### config.mk
export PLATFORM = sky130hd
export DESIGN_NAME = scan_test_ctrl
export DESIGN_NICKNAME = d
export VERILOG_FILES = /design/src/rtl/scan_test_ctrl.sv
export SDC_FILE = /design/constraint.sdc
export NUM_CORES = 1
export LEC_CHECK = 0
export CAP_MARGIN = 15
export CORE_UTILIZATION = 57
export CTS_BUF_LIST = sky130_fd_sc_hd__clkbuf_8
export DETAILED_ROUTE_END_ITERATION = 12
export GPL_TIMING_DRIVEN = 0
export PLACE_DENSITY_LB_ADDON = 0.3
export SETUP_SLACK_MARGIN = 0.2
export SLEW_MARGIN = 0
export SYNTH_ARGS = -nofsm -noshare
export SYNTH_HDL_FRONTEND = slang
export SYNTH_SLANG_ARGS = --single-unit
### constraint.sdc
create_clock -name clk -period 2.7 [get_ports clk]
set_input_delay 0.81 -clock clk [delete_from_list [all_inputs] [get_ports clk]]
set_output_delay 0.81 -clock clk [all_outputs]
set_load 0.005 [all_outputs]
### src/rtl/scan_test_ctrl.sv
// Scan test sequencer: shift pattern in, one capture clock, shift response out, compare.
// Optional sticky failure flag enabled by defining SCAN_TEST_CTRL_STICKY_FAIL_EN.
module scan_test_ctrl #(
    parameter int unsigned CHAIN_LEN = 8,
    parameter int unsigned CNT_W     = 4
) (
    input  logic                 clk,
    input  logic                 rst,
    input  logic                 start,
    input  logic [CHAIN_LEN-1:0] pattern,
    input  logic [CHAIN_LEN-1:0] expected,
    input  logic                 scan_out,
    output logic                 scan_in,
    output logic                 scan_en,
    output logic                 busy,
    output logic                 done,
    output logic                 pass,
`ifdef SCAN_TEST_CTRL_STICKY_FAIL_EN
    output logic [CHAIN_LEN-1:0] response,
    output logic                 fail_sticky
`else
    output logic [CHAIN_LEN-1:0] response
`endif
);

    localparam logic [CNT_W-1:0] CNT_LAST = CNT_W'(CHAIN_LEN - 1);

    typedef enum logic [2:0] {
        S_IDLE      = 3'd0,
        S_SHIFT_IN  = 3'd1,
        S_CAPTURE   = 3'd2,
        S_SHIFT_OUT = 3'd3,
        S_DONE      = 3'd4
    } state_t;

    state_t               state;
    state_t               state_d;
    logic [CNT_W-1:0]     cnt;
    logic [CNT_W-1:0]     cnt_d;
    logic                 start_acc_c;

    logic [CHAIN_LEN-1:0] pat_q;
    logic [CHAIN_LEN-1:0] exp_q;
    logic [CHAIN_LEN-1:0] pat_d;
    logic [CHAIN_LEN-1:0] exp_d;
    logic [CHAIN_LEN-1:0] pat_shift;
    logic [CHAIN_LEN-1:0] response_d;
    logic                 scan_in_d;
    logic                 scan_en_d;
    logic                 busy_d;
    logic                 done_d;
    logic                 pass_d;
`ifdef SCAN_TEST_CTRL_STICKY_FAIL_EN
    logic                 fail_sticky_d;
`endif

    assign start_acc_c = (state == S_IDLE) && start;

    // State register
    always_ff @(posedge clk or posedge rst) begin
        if (rst) begin
            state <= S_IDLE;
            cnt   <= '0;
        end else begin
            state <= state_d;
            cnt   <= cnt_d;
        end
    end

    // Next-state and bit counter
    always_comb begin
        state_d = state;
        cnt_d   = cnt;
        case (state)
            S_IDLE: begin
                if (start) begin
                    state_d = S_SHIFT_IN;
                    cnt_d   = '0;
                end
            end
            S_SHIFT_IN: begin
                if (cnt == CNT_LAST) begin
                    state_d = S_CAPTURE;
                    cnt_d   = '0;
                end else begin
                    cnt_d = cnt + CNT_W'(1);
                end
            end
            S_CAPTURE: begin
                state_d = S_SHIFT_OUT;
                cnt_d   = '0;
            end
            S_SHIFT_OUT: begin
                if (cnt == CNT_LAST) begin
                    state_d = S_DONE;
                    cnt_d   = '0;
                end else begin
                    cnt_d = cnt + CNT_W'(1);
                end
            end
            S_DONE: begin
                state_d = S_IDLE;
                cnt_d   = '0;
            end
            default: begin
                state_d = S_IDLE;
                cnt_d   = '0;
            end
        endcase
    end

    // Next values of the registered outputs, derived from the upcoming state
    always_comb begin
        pat_d      = pat_q;
        exp_d      = exp_q;
        pat_shift  = '0;
        response_d = response;
        scan_in_d  = 1'b0;
        scan_en_d  = 1'b1;
        busy_d     = 1'b0;
        done_d     = 1'b0;
        pass_d     = pass;
`ifdef SCAN_TEST_CTRL_STICKY_FAIL_EN
        fail_sticky_d = fail_sticky;
`endif

        if (start_acc_c) begin
            pat_d  = pattern;
            exp_d  = expected;
            pass_d = 1'b0;
        end

        if (state == S_SHIFT_OUT) begin
            response_d = {response[CHAIN_LEN-2:0], scan_out};
        end

        case (state_d)
            S_SHIFT_IN: begin
                // MSB first so that flop i ends up holding pattern bit i
                pat_shift = pat_d << cnt_d;
                scan_in_d = pat_shift[CHAIN_LEN-1];
                busy_d    = 1'b1;
            end
            S_CAPTURE: begin
                scan_en_d = 1'b0;
                busy_d    = 1'b1;
            end
            S_SHIFT_OUT: begin
                busy_d = 1'b1;
            end
            S_DONE: begin
                done_d = 1'b1;
                pass_d = (response_d == exp_q);
            end
            default: begin
                busy_d = 1'b0;
            end
        endcase

`ifdef SCAN_TEST_CTRL_STICKY_FAIL_EN
        // All-ones pattern and expected on an accepted start clears the flag
        if (start_acc_c && (&pattern) && (&expected)) begin
            fail_sticky_d = 1'b0;
        end
        if ((state_d == S_DONE) && !pass_d) begin
            fail_sticky_d = 1'b1;
        end
`endif
    end

    // Output and operand registers
    always_ff @(posedge clk or posedge rst) begin
        if (rst) begin
            pat_q    <= '0;
            exp_q    <= '0;
            response <= '0;
            scan_in  <= 1'b0;
            scan_en  <= 1'b1;
            busy     <= 1'b0;
            done     <= 1'b0;
            pass     <= 1'b0;
`ifdef SCAN_TEST_CTRL_STICKY_FAIL_EN
            fail_sticky <= 1'b0;
`endif
        end else begin
            pat_q    <= pat_d;
            exp_q    <= exp_d;
            response <= response_d;
            scan_in  <= scan_in_d;
            scan_en  <= scan_en_d;
            busy     <= busy_d;
            done     <= done_d;
            pass     <= pass_d;
`ifdef SCAN_TEST_CTRL_STICKY_FAIL_EN
            fail_sticky <= fail_sticky_d;
`endif
        end
    end

endmodule

# Word-level counts from Yosys, hierarchy flattened
# Cells that the tools add are included.
[totals] reg_bits=36 in_bits=20 output_inout_bits=13 word_cells=41
[classes] n_addsub=1 n_eq_ne=9 shifts=1 n_mux=15 reduce_logical=5
[op_table] op="$mux 8" count=2
[op_table] op="$eq 3x2->1 const B" count=4
[op_table] op="$pmux 3 s4" count=1
[op_table] op="$mux 3" count=3
[op_table] op="$eq 8x8->1" count=1
[op_table] op="$mux 4" count=2
[op_table] op="$pmux 4 s2" count=1
[op_table] op="$shl 8x4->8" count=1
[op_table] op="$eq 3x1->1 const B" count=2
[op_table] op="$mux 1" count=6
[op_table] op="$add 4x1->4 const B" count=1
[op_table] op="$eq 4x3->1 const B" count=1
[op_table] op="$eq 3x3->1 const B" count=1
[op_table] op="$logic_not 3->1" count=1
[op_table] op="$reduce_or 3->1" count=1
[op_table] op="$reduce_bool 2->1" count=1
[op_table] op="$reduce_or 2->1" count=1
[op_table] op="$logic_and 1x1->1" count=1

# Depth between registers and ports, before layout
[logic_depth] depth_word=6 depth_mapped=7 depth_no_buf=6

# Worst setup path before layout
# No wires, ideal clock.
[synth_path] kind="input port to flip-flop" startpoint="input start" endpoint="register scan_in" setup_ps=84 arrival_ps=1938 t_required_ps=2616 path_slack_ps=678 path_stages=6 n_path_buf=1 cell_sequence="nor4b_2 -> buf_6 -> mux2_4 -> mux2i_1 -> or3b_1 -> a41oi_2"
[synth_via] elab_chain_cells=4 elab_cells_between_ends=9 cone_classes="1 x eq/ne; 1 x shift; 6 x mux; 1 x reduce/logical"
[synth_rtl] item="from (decl)" line="9" text="input logic start,"
[synth_rtl] item="$logic_and 1x1->1" line="57" text="assign start_acc_c = (state == S_IDLE) && start;"
[synth_rtl] item="$mux 8" line="127" text="if (start_acc_c) begin"
[synth_rtl] item="net pat_d[3]" line="44" text="logic [CHAIN_LEN-1:0] pat_d;"
[synth_rtl] item="$shl 8x4->8" line="140" text="pat_shift = pat_d << cnt_d;"
[synth_rtl] item="$mux 1" line="137" text="case (state_d)"
[synth_rtl] item="net scan_in_d" line="48" text="logic scan_in_d;"
[synth_rtl] item="to (signal assigned)" line="189" text="scan_in <= scan_in_d;"
[synth_rtl] item="to (decl)" line="13" text="output logic scan_in,"
# The timed path passes the listed nets, and every way through them passes these cells.
# A chain may end at the register's enable or synchronous reset.

# Worst setup path after layout
# Ends and elaborated chain as after synthesis.

==> impl_metrics.env <==
export IMPL_area_growth_pct=30.1
export IMPL_synth_top_area_frac=0.532
export IMPL_gp_congestion=0.751
export IMPL_cts_root_buffer="clkbuf_8"
export IMPL_fin_nets=189
export IMPL_post_synth_top_area_cell="dfrtp_1"
export IMPL_required_ns=2.90
export IMPL_synth_edff_count=0
export IMPL_clock_sinks=36
export IMPL_antenna_found_initial=0
export IMPL_status="complete, no violations"
export IMPL_critical_path_top_delay_family="buffers and inverters"
export IMPL_synth_top_family_by_area="multiplexers"
export IMPL_stdcell_area_um2=2140
export IMPL_dp_hpwl_um=2300
export IMPL_grt_max_degree=24
export IMPL_switching_share=0.349
export IMPL_whs_ns=0.483
export IMPL_core_um2=2760
export IMPL_clk_latency_ns=0.28
export IMPL_yosys_area_share_adder=0.00759
export IMPL_power_leakage_uw=0.000934
export IMPL_n_fill_cell=190
export IMPL_cp_end_kind="flip-flop"
export IMPL_cts_buffers=5
export IMPL_p_int_uw=1670
export IMPL_ys_flop_type="dfrtp_1"
export IMPL_drc_errors=0
export IMPL_crit_buf_inv=2
export IMPL_syn_nets=149
export IMPL_cts_clk_slew_worst_paths_ns=0.07
export IMPL_grt_pass1_vias=1239
export IMPL_synth_area_leaders="dfrtp_1 (53%), mux2_2 (9.6%), mux2_4 (5.5%)"
export IMPL_arrival_ns=2.61
export IMPL_p_per_area_nw_per_um2=1200
export IMPL_fmax_ghz=0.415
export IMPL_syn_area_um2=1650
export IMPL_grt_pass1_wl_um=5670
export IMPL_layout_cells_non_filler=200
export IMPL_crit_start="start"
export IMPL_register_area_um2=902
export IMPL_viasPerCell=5.80
export IMPL_synthCells=128
export IMPL_period_share=0.892
export IMPL_place_area_um2=2030
export IMPL_cp_max_fo=10
export IMPL_final_max_slew_violation_count=0
export IMPL_setup_viol=0
export IMPL_start_util=0.598
export IMPL_min_from="pat_q[1]"
export IMPL_rows=19
export IMPL_synth_most_common_cell="dfrtp_1"
export IMPL_dpl_cell_count=192
export IMPL_power_frac_clock=0.158
export IMPL_combPwrFrac=0.464
export IMPL_hold_class="reg2reg"
export IMPL_synth_avg_cell_area_um2=12.9
export IMPL_clk_path_buf_depth=2
export IMPL_grt_usage=0.240
export IMPL_hold_viol=0
export IMPL_diodes=0
export IMPL_post_drt_wl_per_cell_um=16.5
export IMPL_vias=1160
export IMPL_hold_buffers=0
export IMPL_critPathKind="in2reg"
export IMPL_initialDrtViolationCount=53
export IMPL_overflow=0
export IMPL_synth_xor_area_frac=0.0319
export IMPL_muxShareOfSynthArea=0.175
export IMPL_ant_nets=0
export IMPL_maxCapViolations=0
export IMPL_max_slew_worst_pin_slew_ns=0.637
export IMPL_totalWireLength_um=3310
export IMPL_p_switching_uw=896
export IMPL_rsz0062_at_grt="false"
export IMPL_htreeDepth=2
export IMPL_crit_slowest_cell="clkdlybuf4s50_1"
export IMPL_r2r_start="cnt[0]"
export IMPL_relSlewSlack=0.575
export IMPL_slowest_delay_ns=0.55
export IMPL_drive_gt1_frac=0.237
export IMPL_ir_drop_v=0.000921
export IMPL_die_area_um2=3110
export IMPL_fp_dieH_um=55.8
export IMPL_skew_ns=0.00412
export IMPL_min_period_ns=2.41
export IMPL_tritoncts="done"
export IMPL_fp_dieW_um=55.8
export IMPL_cp_cell_sequence="clkdlybuf4s50_1 -> nor4b_4 -> buf_6 -> mux2_4 -> mux2i_1 -> or3b_1 -> a41oi_2"
export IMPL_dr_pass1_iters=4
export IMPL_ys_seq_area_frac=0.547
export IMPL_io_buffers=32
export IMPL_synth_compound_area_share=0.0881
export IMPL_final_util=0.778
export IMPL_startpoint_type="primary input"
export IMPL_synth_distinct_cells=38
export IMPL_io_pins=33
export IMPL_cts_setup_buffers=0
export IMPL_synth_commonest_cells="dfrtp_1 (35), mux2_2 (14), inv_1 (9)"
export IMPL_async_reset_ff_frac=1.00
export IMPL_synth_seq_cells=36
export IMPL_synth_simple_area_share=0.106
export IMPL_multiInputGateArea_um2=682
export IMPL_seqPwrFrac=0.378
export IMPL_synth_warnings=0
per-stage QoR:
stage	TNS, ns	total power (uW)	setup slack (ns)
3_5_place_dp	-0.382	2130	-0.0709
6_report	0	2570	0.291
5_1_grt	0	2730	0.223
2_1_floorplan	0	1750	0.678
4_1_cts	0	2570	0.215
3_3_place_gp	-0.0413	2060	-0.00744
state kept, by name, indices dropped and copies added, names as in the netlist:
name	flops
exp_q	8
pat_q	8
response	8
cnt	4
state	3
busy	1
done	1
pass	1
scan_en	1
scan_in	1
path summary, 6_finish.rpt:
check	to	slack, ns	cells after the start
max reg2reg	scan_in	0.67	6
max in group asynchronous	busy	1.26	3
min	pat_q[1]	0.48	2
max	scan_in	0.29	7
min in group asynchronous	exp_q[1]	0.91	2
min reg2reg	pat_q[1]	0.48	2
layout make-up:
| type | count | share of cell area |
|---|---|---|
| Timing Repair Buffer | 33 | 0.162 |
| Clock buffer | 7 | 0.0449 |
| Buffer | 5 | 0.0187 |
| Multi-Input combinational cell | 78 | 0.318 |
| Inverter | 9 | 0.0158 |
| Sequential cell | 36 | 0.421 |
| Clock inverter | 1 | 0.00175 |
| Tap cell | 31 | 0.0181 |
placed cells by master (no fill, tap or decap), drive strengths merged:
cell	synthesis	final
o31ai	1	1
ha	1	1
nor2	8	8
or2	2	2
nor4b	1	1
buf	4	5
xnor2	1	1
o21ai	5	5
mux2i	4	4
dfstp	1	1
a21oi	3	3
o211ai	1	1
dfrtp	35	35
nor3b	1	1
o2111ai	2	2
clkbuf	1	8
nand3b	2	2
a41oi	1	1
a2111o	1	1
nand4	1	1
a222oi	1	1
or3	2	2
clkdlybuf4s50	0	32
a32oi	1	1
nand3	1	1
mux2	20	20
nand2	5	5
nor3	3	3
xor2	5	5
or3b	3	3
inv	9	10
nand2b	1	1
o21a	1	1
worst reg2reg max path: cells and delay by family, from the launching register on:
kind,cells,cell delay [ns]
mux,1,0.13
simple gates,2,0.59
fa+ha+maj,1,0.24
compound gates,2,0.56
flops,1,0.43
power by group through the flow:
stage	registers, uW	clock network, uW	logic, uW
floorplan	934	0	811
global placement	950	0	1110
detailed placement	964	0	1170
CTS	962	417	1190
global route	993	441	1290
finish	970	407	1190
layer usage:
metal,vias to the layer above,routed length (um),track usage
met5,-,0,0
met4,0,111,0.114
met3,13,199,0.0744
met2,55,1660,0.387
met1,565,1340,0.295
li1,527,-,-
cell families after synthesis:
| kind of cell | Yosys count |
|---|---|
| buffers and inverters | 14 |
| xor gates and xnor gates | 6 |
| muxes | 24 |
| adders and majority gates | 1 |
| AOI/OAI and AO/OA | 17 |
| and+or+nand+nor | 30 |
| DFF | 36 |
what timing repair did:
| action | 4_1_cts | 5_1_grt |
|---|---|---|
| setup endpoints to repair | 0 | 7 |
| resized for setup | 0 | 3 |
| hold endpoints to repair | 0 | 0 |
Note: power is estimated with default switching activity, not from simulation.
